**src/rtl/pipeline_control.sv**
```systemverilog
// Hazard and sequencing controller for the five-stage pipeline: stalls, flushes, forwarding, MUL handshake.
// Define PIPELINE_FORWARD_EN to build with EX-stage forwarding; without it every RAW dependency stalls.

module pipeline_control #(
    parameter int MUL_TIMEOUT = 64,
    parameter int STALL_CNT_W = 16
) (
    input  logic                   clk,
    input  logic                   reset,
    input  logic [31:0]            ifid_instruction,
    input  logic [4:0]             idex_rs,
    input  logic [4:0]             idex_rt,
    input  logic [4:0]             idex_rd,
    input  logic                   idex_reg_write,
    input  logic                   idex_mem_read,
    input  logic                   idex_is_mul,
    input  logic [4:0]             exmem_rd,
    input  logic                   exmem_reg_write,
    input  logic                   exmem_mem_read,
    input  logic [4:0]             memwb_rd,
    input  logic                   memwb_reg_write,
    input  logic                   branch_equal,
    input  logic                   mul_done,
    output logic                   pc_enable,
    output logic                   ifid_enable_in,
    output logic                   idex_enable,
    output logic                   ifid_flush,
    output logic                   idex_flush,
    output logic                   pc_src,
    output logic [1:0]             forward_a,
    output logic [1:0]             forward_b,
    output logic                   mul_req,
    output logic                   mul_error,
    output logic [STALL_CNT_W-1:0] stall_count
);

    // state      | meaning
    // RUN        | normal issue; hazards, branches and MUL evaluated
    // LOAD_STALL | a bubble was just inserted; evaluated exactly like RUN
    // MUL_WAIT   | pipeline frozen until mul_done or timeout
    // FLUSH      | slot after a redirect; normal enables, no new redirect
    typedef enum logic [1:0] {
        RUN        = 2'b00,
        LOAD_STALL = 2'b01,
        MUL_WAIT   = 2'b10,
        FLUSH      = 2'b11
    } state_t;

    localparam logic [5:0] OP_BEQ = 6'h04;
    localparam logic [5:0] OP_J   = 6'h02;

    localparam int               TMR_W    = $clog2(MUL_TIMEOUT + 1);
    localparam logic [TMR_W-1:0] TMR_LOAD = TMR_W'(MUL_TIMEOUT);

    state_t           state;
    state_t           state_next;
    logic [TMR_W-1:0] tmr;
    logic             timeout_fire;

    logic [5:0] opcode;
    logic [4:0] ifid_rs;
    logic [4:0] ifid_rt;
    logic       is_beq;
    logic       is_j;
    logic       idex_hits;
    logic       exmem_hits;
    logic       memwb_hits;
    logic       load_use;
    logic       branch_hazard;
    logic       data_hazard;
    logic       unused_bits;

    function automatic logic reg_match(input logic [4:0] dst, input logic wr, input logic [4:0] src);
        return wr && (dst != 5'd0) && (dst == src);
    endfunction

    assign opcode  = ifid_instruction[31:26];
    assign ifid_rs = ifid_instruction[25:21];
    assign ifid_rt = ifid_instruction[20:16];
    assign is_beq  = (opcode == OP_BEQ);
    assign is_j    = (opcode == OP_J);

    assign idex_hits  = reg_match(idex_rd, idex_reg_write, ifid_rs)
                      | reg_match(idex_rd, idex_reg_write, ifid_rt);
    assign exmem_hits = reg_match(exmem_rd, exmem_reg_write, ifid_rs)
                      | reg_match(exmem_rd, exmem_reg_write, ifid_rt);
    assign memwb_hits = reg_match(memwb_rd, memwb_reg_write, ifid_rs)
                      | reg_match(memwb_rd, memwb_reg_write, ifid_rt);

    assign load_use      = idex_mem_read & idex_hits;
    // BEQ compares in ID, so even ALU results one stage ahead are too late for it
    assign branch_hazard = is_beq & (idex_hits | (exmem_mem_read & exmem_hits));

`ifdef PIPELINE_FORWARD_EN
    assign data_hazard = load_use | branch_hazard;
    assign unused_bits = ^{ifid_instruction[15:0], memwb_hits};
`else
    assign data_hazard = load_use | branch_hazard | idex_hits | exmem_hits | memwb_hits;
    assign unused_bits = ^{ifid_instruction[15:0], idex_rs, idex_rt};
`endif

    always_ff @(posedge clk or negedge reset) begin
        if (!reset) begin
            state <= RUN;
        end else begin
            state <= state_next;
        end
    end

    always_comb begin
        state_next     = state;
        pc_enable      = 1'b1;
        ifid_enable_in = 1'b1;
        idex_enable    = 1'b1;
        ifid_flush     = 1'b0;
        idex_flush     = 1'b0;
        pc_src         = 1'b1;
        mul_req        = 1'b0;
        timeout_fire   = 1'b0;
        case (state)
            RUN, LOAD_STALL: begin
                if (idex_is_mul) begin
                    mul_req        = 1'b1;
                    pc_enable      = 1'b0;
                    ifid_enable_in = 1'b0;
                    idex_enable    = 1'b0;
                    state_next     = MUL_WAIT;
                end else if (data_hazard) begin
                    pc_enable      = 1'b0;
                    ifid_enable_in = 1'b0;
                    idex_flush     = 1'b1;
                    state_next     = LOAD_STALL;
                end else if ((is_beq && branch_equal) || is_j) begin
                    pc_src         = 1'b0;
                    ifid_flush     = 1'b1;
                    state_next     = FLUSH;
                end else begin
                    state_next     = RUN;
                end
            end
            FLUSH: begin
                state_next = RUN;
            end
            MUL_WAIT: begin
                // mul_done releases the pipeline in the same cycle, even on the timeout cycle
                if (mul_done) begin
                    state_next = RUN;
                end else begin
                    mul_req        = 1'b1;
                    pc_enable      = 1'b0;
                    ifid_enable_in = 1'b0;
                    idex_enable    = 1'b0;
                    if (tmr == TMR_W'(1)) begin
                        timeout_fire = 1'b1;
                        state_next   = RUN;
                    end
                end
            end
            default: begin
                state_next = RUN;
            end
        endcase
        if (!reset) begin
            state_next     = RUN;
            pc_enable      = 1'b0;
            ifid_enable_in = 1'b0;
            idex_enable    = 1'b0;
            ifid_flush     = 1'b1;
            idex_flush     = 1'b1;
            pc_src         = 1'b1;
            mul_req        = 1'b0;
            timeout_fire   = 1'b0;
        end
    end

    always_comb begin
        forward_a = 2'b00;
        forward_b = 2'b00;
`ifdef PIPELINE_FORWARD_EN
        if (reset) begin
            if (reg_match(exmem_rd, exmem_reg_write, idex_rs)) begin
                forward_a = 2'b10;
            end else if (reg_match(memwb_rd, memwb_reg_write, idex_rs)) begin
                forward_a = 2'b01;
            end
            if (reg_match(exmem_rd, exmem_reg_write, idex_rt)) begin
                forward_b = 2'b10;
            end else if (reg_match(memwb_rd, memwb_reg_write, idex_rt)) begin
                forward_b = 2'b01;
            end
        end
`endif
    end

    // Down-counter preloaded outside MUL_WAIT; reaching 1 marks the last allowed wait cycle
    always_ff @(posedge clk or negedge reset) begin
        if (!reset) begin
            tmr <= '0;
        end else if (state != MUL_WAIT) begin
            tmr <= TMR_LOAD;
        end else if (tmr != '0) begin
            tmr <= tmr - TMR_W'(1);
        end
    end

    always_ff @(posedge clk or negedge reset) begin
        if (!reset) begin
            mul_error <= 1'b0;
        end else if (timeout_fire) begin
            mul_error <= 1'b1;
        end
    end

    always_ff @(posedge clk or negedge reset) begin
        if (!reset) begin
            stall_count <= '0;
        end else if (!pc_enable && (stall_count != '1)) begin
            stall_count <= stall_count + STALL_CNT_W'(1);
        end
    end

endmodule

```
**config.mk**
```make
export PLATFORM = sky130hd
export DESIGN_NAME = pipeline_control
export DESIGN_NICKNAME = d
export VERILOG_FILES = /design/src/rtl/pipeline_control.sv
export SDC_FILE = /design/constraint.sdc
export NUM_CORES = 1
export LEC_CHECK = 0
export CORE_ASPECT_RATIO = 1.1
export CORE_MARGIN = 8
export CORE_UTILIZATION = 40
export DETAILED_ROUTE_END_ITERATION = 7
export PLACE_DENSITY = 0.86
export SLEW_MARGIN = 15
export SYNTH_ARGS = -nofsm -noshare
export SYNTH_HDL_FRONTEND = slang
export SYNTH_SLANG_ARGS = --single-unit
export TNS_END_PERCENT = 1
```
**constraint.sdc**
```tcl
create_clock -name clk -period 3.35 [get_ports clk]
set_input_delay 0.8375 -clock clk [delete_from_list [all_inputs] [get_ports clk]]
set_output_delay 0.8375 -clock clk [all_outputs]
set_load 0.01 [all_outputs]
```
==> results of run 1 <==
where the power goes:
part / leakage, µW / switching [µW] / internal (µW)
Clock: 0.0000357 / 100 / 160
Sequential: 0.000341 / 78.1 / 375
Combinational: 0.000951 / 213 / 255
Total: 0.00133 / 391 / 790
flip-flops by register name, indices dropped and copies added, names as in the netlist:
name and count:
mul_error 1, stall_count 16, tmr 7, state 2
timing repair:
item,4_1_cts,5_1_grt
pin swaps,13,16
resized for setup,61,34
buffers inserted,12,0
hold endpoints to repair,0,0
hold buffers,0,0
setup endpoints to repair,5,6
kinds of logic (layout without fill, tap and decap cells):
group           after synthesis  count (layout)
simple gates                 83              83
xor+xnor                     47              47
flops                        26              26
compound gates               21              21
buf+inv                      13             109
mux                           4               4
fa+ha+maj                     3               3
other cells                   1               4
final timing paths:
check / from / to / slack (ns) / cells past startpoint
max: idex_rd[4] / ifid_flush / 0.05 / 8
min in group asynchronous: reset / mul_error / 1.18 / 3
min reg2reg: mul_error / mul_error / 0.48 / 1
max in group asynchronous: reset / stall_count[13] / 1.91 / 3
min: mul_error / mul_error / 0.48 / 1
max reg2reg: state[1] / stall_count[10] / 1.30 / 9
routing by layer:
metal / vias to the layer above / GRT usage [%]
met5: - / 0
met4: 0 / 6.79
met3: 15 / 4.04
met2: 65 / 27.6
met1: 833 / 15.6
li1: 884 / -
critical path: cells and delay by family:
kind                   cells  cell delay [ns]
buffers and inverters      2             0.40
AO/OA/AOI/OAI              3             0.49
AND/OR/NAND/NOR            3             0.72
per-stage QoR:
step	area, µm²	setup slack (ns)
global placement	2640	-0.640
floorplan	1810	0.276
detailed placement	2640	-0.656
finish	2810	0.0506
global route	2810	-0.0543
CTS	2800	0.00249
Yosys cell counts (2+ instances only):
cell type	n	area share (%)
nor2_1	16	3.3
dfrtp_1	26	36
o31ai_1	3	1.3
or4_1	3	1.3
or3_1	2	0.70
a22oi_1	2	0.84
nand2_1	14	2.9
xnor2_1	6	2.9
inv_1	5	1.0
nor4_1	5	1.7
ha_1	3	2.1
mux2_2	2	1.3
nand4_1	2	0.70
buf_4	5	2.1
a21oi_1	4	1.1
o21ai_0	4	1.1
nor3_1	16	4.5
o21ai_1	2	0.56
nand3_1	13	3.6
and3_1	3	1.0
xor2_1	41	20
nand2b_1	2	0.70
cell type report:
| type | instances | area share (%) |
|---|---|---|
| sequential | 26 | 23.2 |
| inverter | 5 | 0.669 |
| tap | 54 | 2.41 |
| clock buffer | 3 | 1.47 |
| timing repair buffer | 100 | 29.5 |
| clock inverter | 1 | 1.07 |
| multi-input combinational | 162 | 41.7 |
==> qor.txt, run 1 <==
=====================================================================================================
Worst Hold Class                                                                              reg2reg
Metal3 WL                                                                                      400 µm
Length of routed wiring on met1                                                               1940 µm
Max Clock Skew                                                                             0.00555 ns
Layout cells sized above 1                                                                      26.9%
Pwr dens                                                                                   421 nW/µm²
Synth Area in XOR/XNOR                                                                          22.9%
WL/cell                                                                                       15.0 µm
Cell area after synthesis                                                                    1800 µm²
Arrival time of the worst setup path                                                          2.46 ns
Residual DRC                                                                                        0
Average footprint of a synthesized cell                                                      9.07 µm²
Remaining number of nets flagged by the antenna check after routing                                 0
Core Box Area                                                                                4320 µm²
Share of the core filled with cells                                                             65.0%
Total congestion overflow                                                                           0
Main synth FF type                                                                            dfrtp_1
Normalized max-slew margin                                                                      63.9%
Fin. max-slew vios                                                                                  0
Via-per-instance ratio                                                                           5.12
Mux contribution to synthesized area                                                            2.65%
Maximum buffer depth of the clock tree                                                              2
Tightest hold margin                                                                         0.483 ns
Tightest Pin Transition                                                                      0.537 ns
Weighted congestion reported at the end of routability-driven placement                         0.834
Setup repair after global routing missed its margin                                               yes
Largest stage delay on the critical path                                                      0.43 ns
GRT Total Usage                                                                                 15.2%
CP endpoint kind                                                                          output port
Sort of element at the start of the critical path                                           input pin
Proportion of synthesized chip area in sequential cells                                         36.2%
Post-synthesis register bit count                                                                  26
Die extent in y                                                                               86.3 µm
Area taken by flip-flops and latches                                                          651 µm²
Outcome                                                                                  finished, final reports clean
Full die area                                                                                6890 µm²
Initial core utilization                                                                        41.6%
H-tree level count                                                                                  1
Total Routed Length                                                                           5280 µm
Mapped Cells                                                                                      198
Number of max-cap violations                                                                        0
Maximum number of pins on one net before global-route repair                                       28
Post-layout nets                                                                                  368
WP data required                                                                              2.51 ns
Period minus WS final                                                                         3.30 ns
First-pass GRT wire length                                                                    8580 µm
Top layer in use                                                                                 met4
Area occupied by multi-input gates                                                           1170 µm²
Number of fill cells in the layout                                                                377
Worst skew pair latency                                                                       0.27 ns
Detailed-router iteration count before antenna repair                                               4
Cell variety after synth                                                                           41
Vias in the first global route                                                                   1898
Largest fanout on the critical path                                                                 3
Post-route insts no fill                                                                          351
Main combinational cell family by area after synthesis                                   simple AND/OR/NAND/NOR gates
Final sum of negative setup slack                                                                0 ns
Compound-gate portion of the synthesized area                                                   7.87%
Post-synth ARST share                                                                            100%
Worst vdd rail ir drop                                                                       0.187 mV
Number of antenna violations at the first check in global routing                                   0
Yosys warning total                                                                                 0
CTS tree                                                                                         done
Slowest cell on crit path                                                                       or4_4
Detail Placement HPWL                                                                         3950 µm
Cell total after placement                                                                        336
Routed via count                                                                                 1797
Root Buffer                                                                                  clkbuf_8
Commonest non-fill, non-tap cells in the layout                                          xor2_1, buf_4, clkdlybuf4s50_1
Met2 routed WL                                                                                2780 µm
Number of placement rows                                                                           25
Number of endpoints failing setup at the final stage                                                0
Tcrit/Tclk final                                                                                98.5%
Leak Pwr                                                                                   0.00133 µW
Number of buffers added by the clock tree synthesis step                                            3
Number of violations reported at the end of detailed-routing iteration 0                           66
Upper clock frequency limit                                                                 0.303 GHz
Clock sink count                                                                                   26
Antenna diode count                                                                                 0
Post-Synth Simple-Gate Area                                                                     23.8%
Total power after layout                                                                      1180 µW
Die span in x                                                                                 79.9 µm
Post-synthesis share of cell area spent on full adders, half adders and majority gates          2.09%
Layout overhead on the synthesized area                                                         56.1%
Number of top-level pins                                                                           95
Clock slew at the register clock pins of the worst setup and hold paths                       0.09 ns
Number of enable flip-flop cells after synthesis                                                    0
Critical Setup Path Class                                                                      in2out
Number of hold violations in the final report                                                       0
Most common cell after layout, fill and taps aside                                             xor2_1
Series of cell instances along the critical path                                         clkdlybuf4s15_1, or4_4, o21ai_2, o22ai_2, nor2_2, nand3_2, o31ai_2, buf_2
IO Port Bufs                                                                                       62
=====================================================================================================
Note: power is estimated with default switching activity, not from simulation.
==> run 2, diff against run 1 <==
--- a/config.mk
+++ b/config.mk
@@ -5,10 +5,12 @@
 export SDC_FILE = /design/constraint.sdc
 export NUM_CORES = 1
 export LEC_CHECK = 0
+export ABC_CLOCK_PERIOD_IN_PS = 3350
 export CORE_ASPECT_RATIO = 1.1
 export CORE_MARGIN = 8
 export CORE_UTILIZATION = 40
 export DETAILED_ROUTE_END_ITERATION = 7
+export GPL_TIMING_DRIVEN = 0
 export PLACE_DENSITY = 0.86
 export SLEW_MARGIN = 15
 export SYNTH_ARGS = -nofsm -noshare
==> qor.txt, run 2 (synthesized netlist as in run 1, its figures left out) <==
=======================================================================================
Outcome                                                                    complete, but fails checks   was finished, final reports clean
Violated checks                                                            negative setup slack
Cell total after placement                                                          317   was 336
Initial core utilization                                                          41.6%   unchanged
H-tree level count                                                                    1   unchanged
Number of placement rows                                                             25   unchanged
Via-per-instance ratio                                                             5.32   was 5.12
Number of cell instances on the worst register-to-register path                       7   was 9
Post-layout nets                                                                    355   was 368
Fin. max-slew vios                                                                    0   unchanged
Worst skew pair latency                                                         0.27 ns   about the same
Endpoint with the worst hold slack                                            mul_error   unchanged
Routed via count                                                                   1799   was 1797
Critical Setup Path Class                                                        in2reg   was in2out
Slowest cell on crit path                                                         or4_1   was or4_4
Die extent in y                                                                 86.3 µm   unchanged
CP endpoint kind                                                               register   was output port
Normalized max-slew margin                                                        55.2%   was 63.9%
Residual DRC                                                                          0   unchanged
Post-route insts no fill                                                            338   was 351
Clock slew at the register clock pins of the worst setup and hold paths         0.09 ns   about the same
Root Buffer                                                                    clkbuf_8   unchanged
Number of flip-flops in the largest register                                         16   unchanged
Worst setup path start                                                      exmem_rd[4]   was idex_rd[4]
Layout cells sized above 1                                                        20.8%   was 26.9%
Commonest non-fill, non-tap cells in the layout                            xor2_1, clkdlybuf4s50_1, dfrtp_1   was xor2_1, buf_4, clkdlybuf4s50_1
WL/cell                                                                         15.8 µm   was 15.0 µm
Cell repeated most along the worst path                                           buf_4
Register containing the most flip-flops in the final layout                 stall_count   unchanged
Arrival time of the worst setup path                                            3.57 ns   was 2.46 ns
Layout overhead on the synthesized area                                           50.5%   was 56.1%
CTS tree                                                                           done   unchanged
Number of hold violations in the final report                                         0   unchanged
Register-to-register path setup slack                                           1.12 ns   was 1.30 ns
Maximum buffer depth of the clock tree                                                2   unchanged
Leak Pwr                                                                     0.00126 µW   was 0.00133 µW
Pwr dens                                                                     417 nW/µm²   was 421 nW/µm²
Number of violations reported at the end of detailed-routing iteration 0            112   was 66
Full die area                                                                  6890 µm²   unchanged
Standard cell area after detailed placement                                    2490 µm²   was 2640 µm²
IO Port Bufs                                                                         62   unchanged
Die span in x                                                                   79.9 µm   unchanged
Number of antenna violations at the first check in global routing                     0   unchanged
Number of endpoints failing setup at the final stage                                  3   was 0
Worst min-delay path startpoint                                               mul_error   unchanged
Series of cell instances along the critical path                           dlygate4sd2_1, or4_1, o21ai_2, a21oi_4, nor2_4, nand3_2, buf_4, buf_4, buf_4, buf_4, buf_4, buf_4, buf_4, buf_4, buf_4, buf_4, o31ai_2   was clkdlybuf4s15_1, or4_4, o21ai_2, o22ai_2, nor2_2, nand3_2, o31ai_2, buf_2
Vias in the first global route                                                     1912   was 1898
Max Clock Skew                                                               0.00406 ns   was 0.00555 ns
Tcrit/Tclk final                                                                   101%   was 98.5%
Total Routed Length                                                             5320 µm   was 5280 µm
Period minus WS final                                                           3.38 ns   was 3.30 ns
Total congestion overflow                                                             0   unchanged
Detailed-router iteration count before antenna repair                                 4   unchanged
Clock sink count                                                                     26   unchanged
Terminus of the critical flop-to-flop path                                 stall_count[9]   was stall_count[10]
Worst Hold Class                                                                reg2reg   unchanged
Upper clock frequency limit                                                   0.295 GHz   was 0.303 GHz
Largest stage delay on the critical path                                        0.54 ns   was 0.43 ns
Remaining number of nets flagged by the antenna check after routing                   0   unchanged
Final setup margin                                                           -0.0343 ns   was 0.0506 ns
Setup repair after global routing missed its margin                                 yes   unchanged
Tightest Pin Transition                                                        0.672 ns   was 0.537 ns
GRT Total Usage                                                                   15.0%   was 15.2%
Cell area after layout                                                         2700 µm²   was 2810 µm²
Sort of element at the start of the critical path                             input pin   unchanged
Core Box Area                                                                  4320 µm²   unchanged
Worst r2r src                                                              stall_count[6]   was state[1]
First-pass GRT wire length                                                      8690 µm   was 8580 µm
WP data required                                                                3.53 ns   was 2.51 ns
Detail Placement HPWL                                                           3830 µm   was 3950 µm
Weighted congestion reported at the end of routability-driven placement           0.801   was 0.834
Largest registers ranked by flip-flop count                                stall_count x16, tmr x7, state x2   unchanged
Number of top-level pins                                                             95   unchanged
Worst vdd rail ir drop                                                         0.211 mV   was 0.187 mV
Number of max-cap violations                                                          0   unchanged
Maximum number of pins on one net before global-route repair                         32   was 28
Hold Path Cell Cnt                                                                    1   unchanged
Number of buffers added by the clock tree synthesis step                              3   unchanged
Antenna diode count                                                                   0   unchanged
Most common cell after layout, fill and taps aside                               xor2_1   unchanged
Largest fanout on the critical path                                                   3   unchanged
=======================================================================================
[run 2: cell count changes in the layout (fill, tap and decap cells not counted), moves of 3 or more]
cell,change
buf_4,-15
dlygate4sd2_1,+11
clkbuf_2,-8
clkdlybuf4s15_1,-4
clkdlybuf4s15_2,+3
[run 2: layout make-up]
cell class / instances / area (µm²)
inverters: 5 / 18.8
well taps: 54 / 67.6
fillers: 391 / 1610
flip-flops and latches: 26 / 651
clock buffers: 4 / 55.1
plain buffers: 8 / 57.6
repair buffers: 79 / 707
multi-input cells: 162 / 1150
[run 2: through the flow]
| stage | hold slack, ns | setup TNS, ns | worst slack (ns) | total power [µW] | util (%) |
|---|---|---|---|---|---|
| floorplan | 0.476 | 0 | 0.276 | 685 | - |
| global placement | 0.458 | -10.47 | -1.11 | 890 | 57.8 |
| detailed placement | 0.471 | -3.53 | -0.826 | 908 | 57.7 |
| CTS | 0.492 | 0 | 0.00294 | 1120 | 62.1 |
| global route | 0.521 | -0.307 | -0.124 | 1190 | 62.6 |
| finish | 0.487 | -0.0577 | -0.0343 | 1130 | 62.6 |
[run 2: worst max-delay path, delay by kind of cell]
| kind | cells | cell delay [ns] |
|---|---|---|
| AND/OR/NAND/NOR | 3 | 0.77 |
| AO/OA/AOI/OAI | 3 | 0.43 |
| buffers and inverters | 11 | 1.53 |
[run 2: how the worst max path moves through the flow]
| stage | endpoint | cells after the start |
|---|---|---|
| floorplan | ifid_flush | 6 |
| global placement | pc_src | 5 |
| detailed placement | pc_src | 8 |
| CTS | pc_enable | 9 |
| global route | state[1] | 17 |
| finish | state[1] | 17 |
[run 2: routing by layer]
layer / wire (µm) / GRT usage [%]
met4: 75 / 4.64
met2: 2720 / 27.2
met5: 0 / 0
met1: 2100 / 16.3
met3: 424 / 4.04
[run 2: where the power goes]
part,internal (µW),total (µW),switching [µW]
clock network,105,208,103
logic,247,462,214
registers,375,458,82.7
[run 2: repair_timing]
item                       CTS  global route
hold buffers                 0             0
gates resized for setup     68             8
setup buffers               16             1
pin swaps                   12             5
setup endpoints to repair    5             7
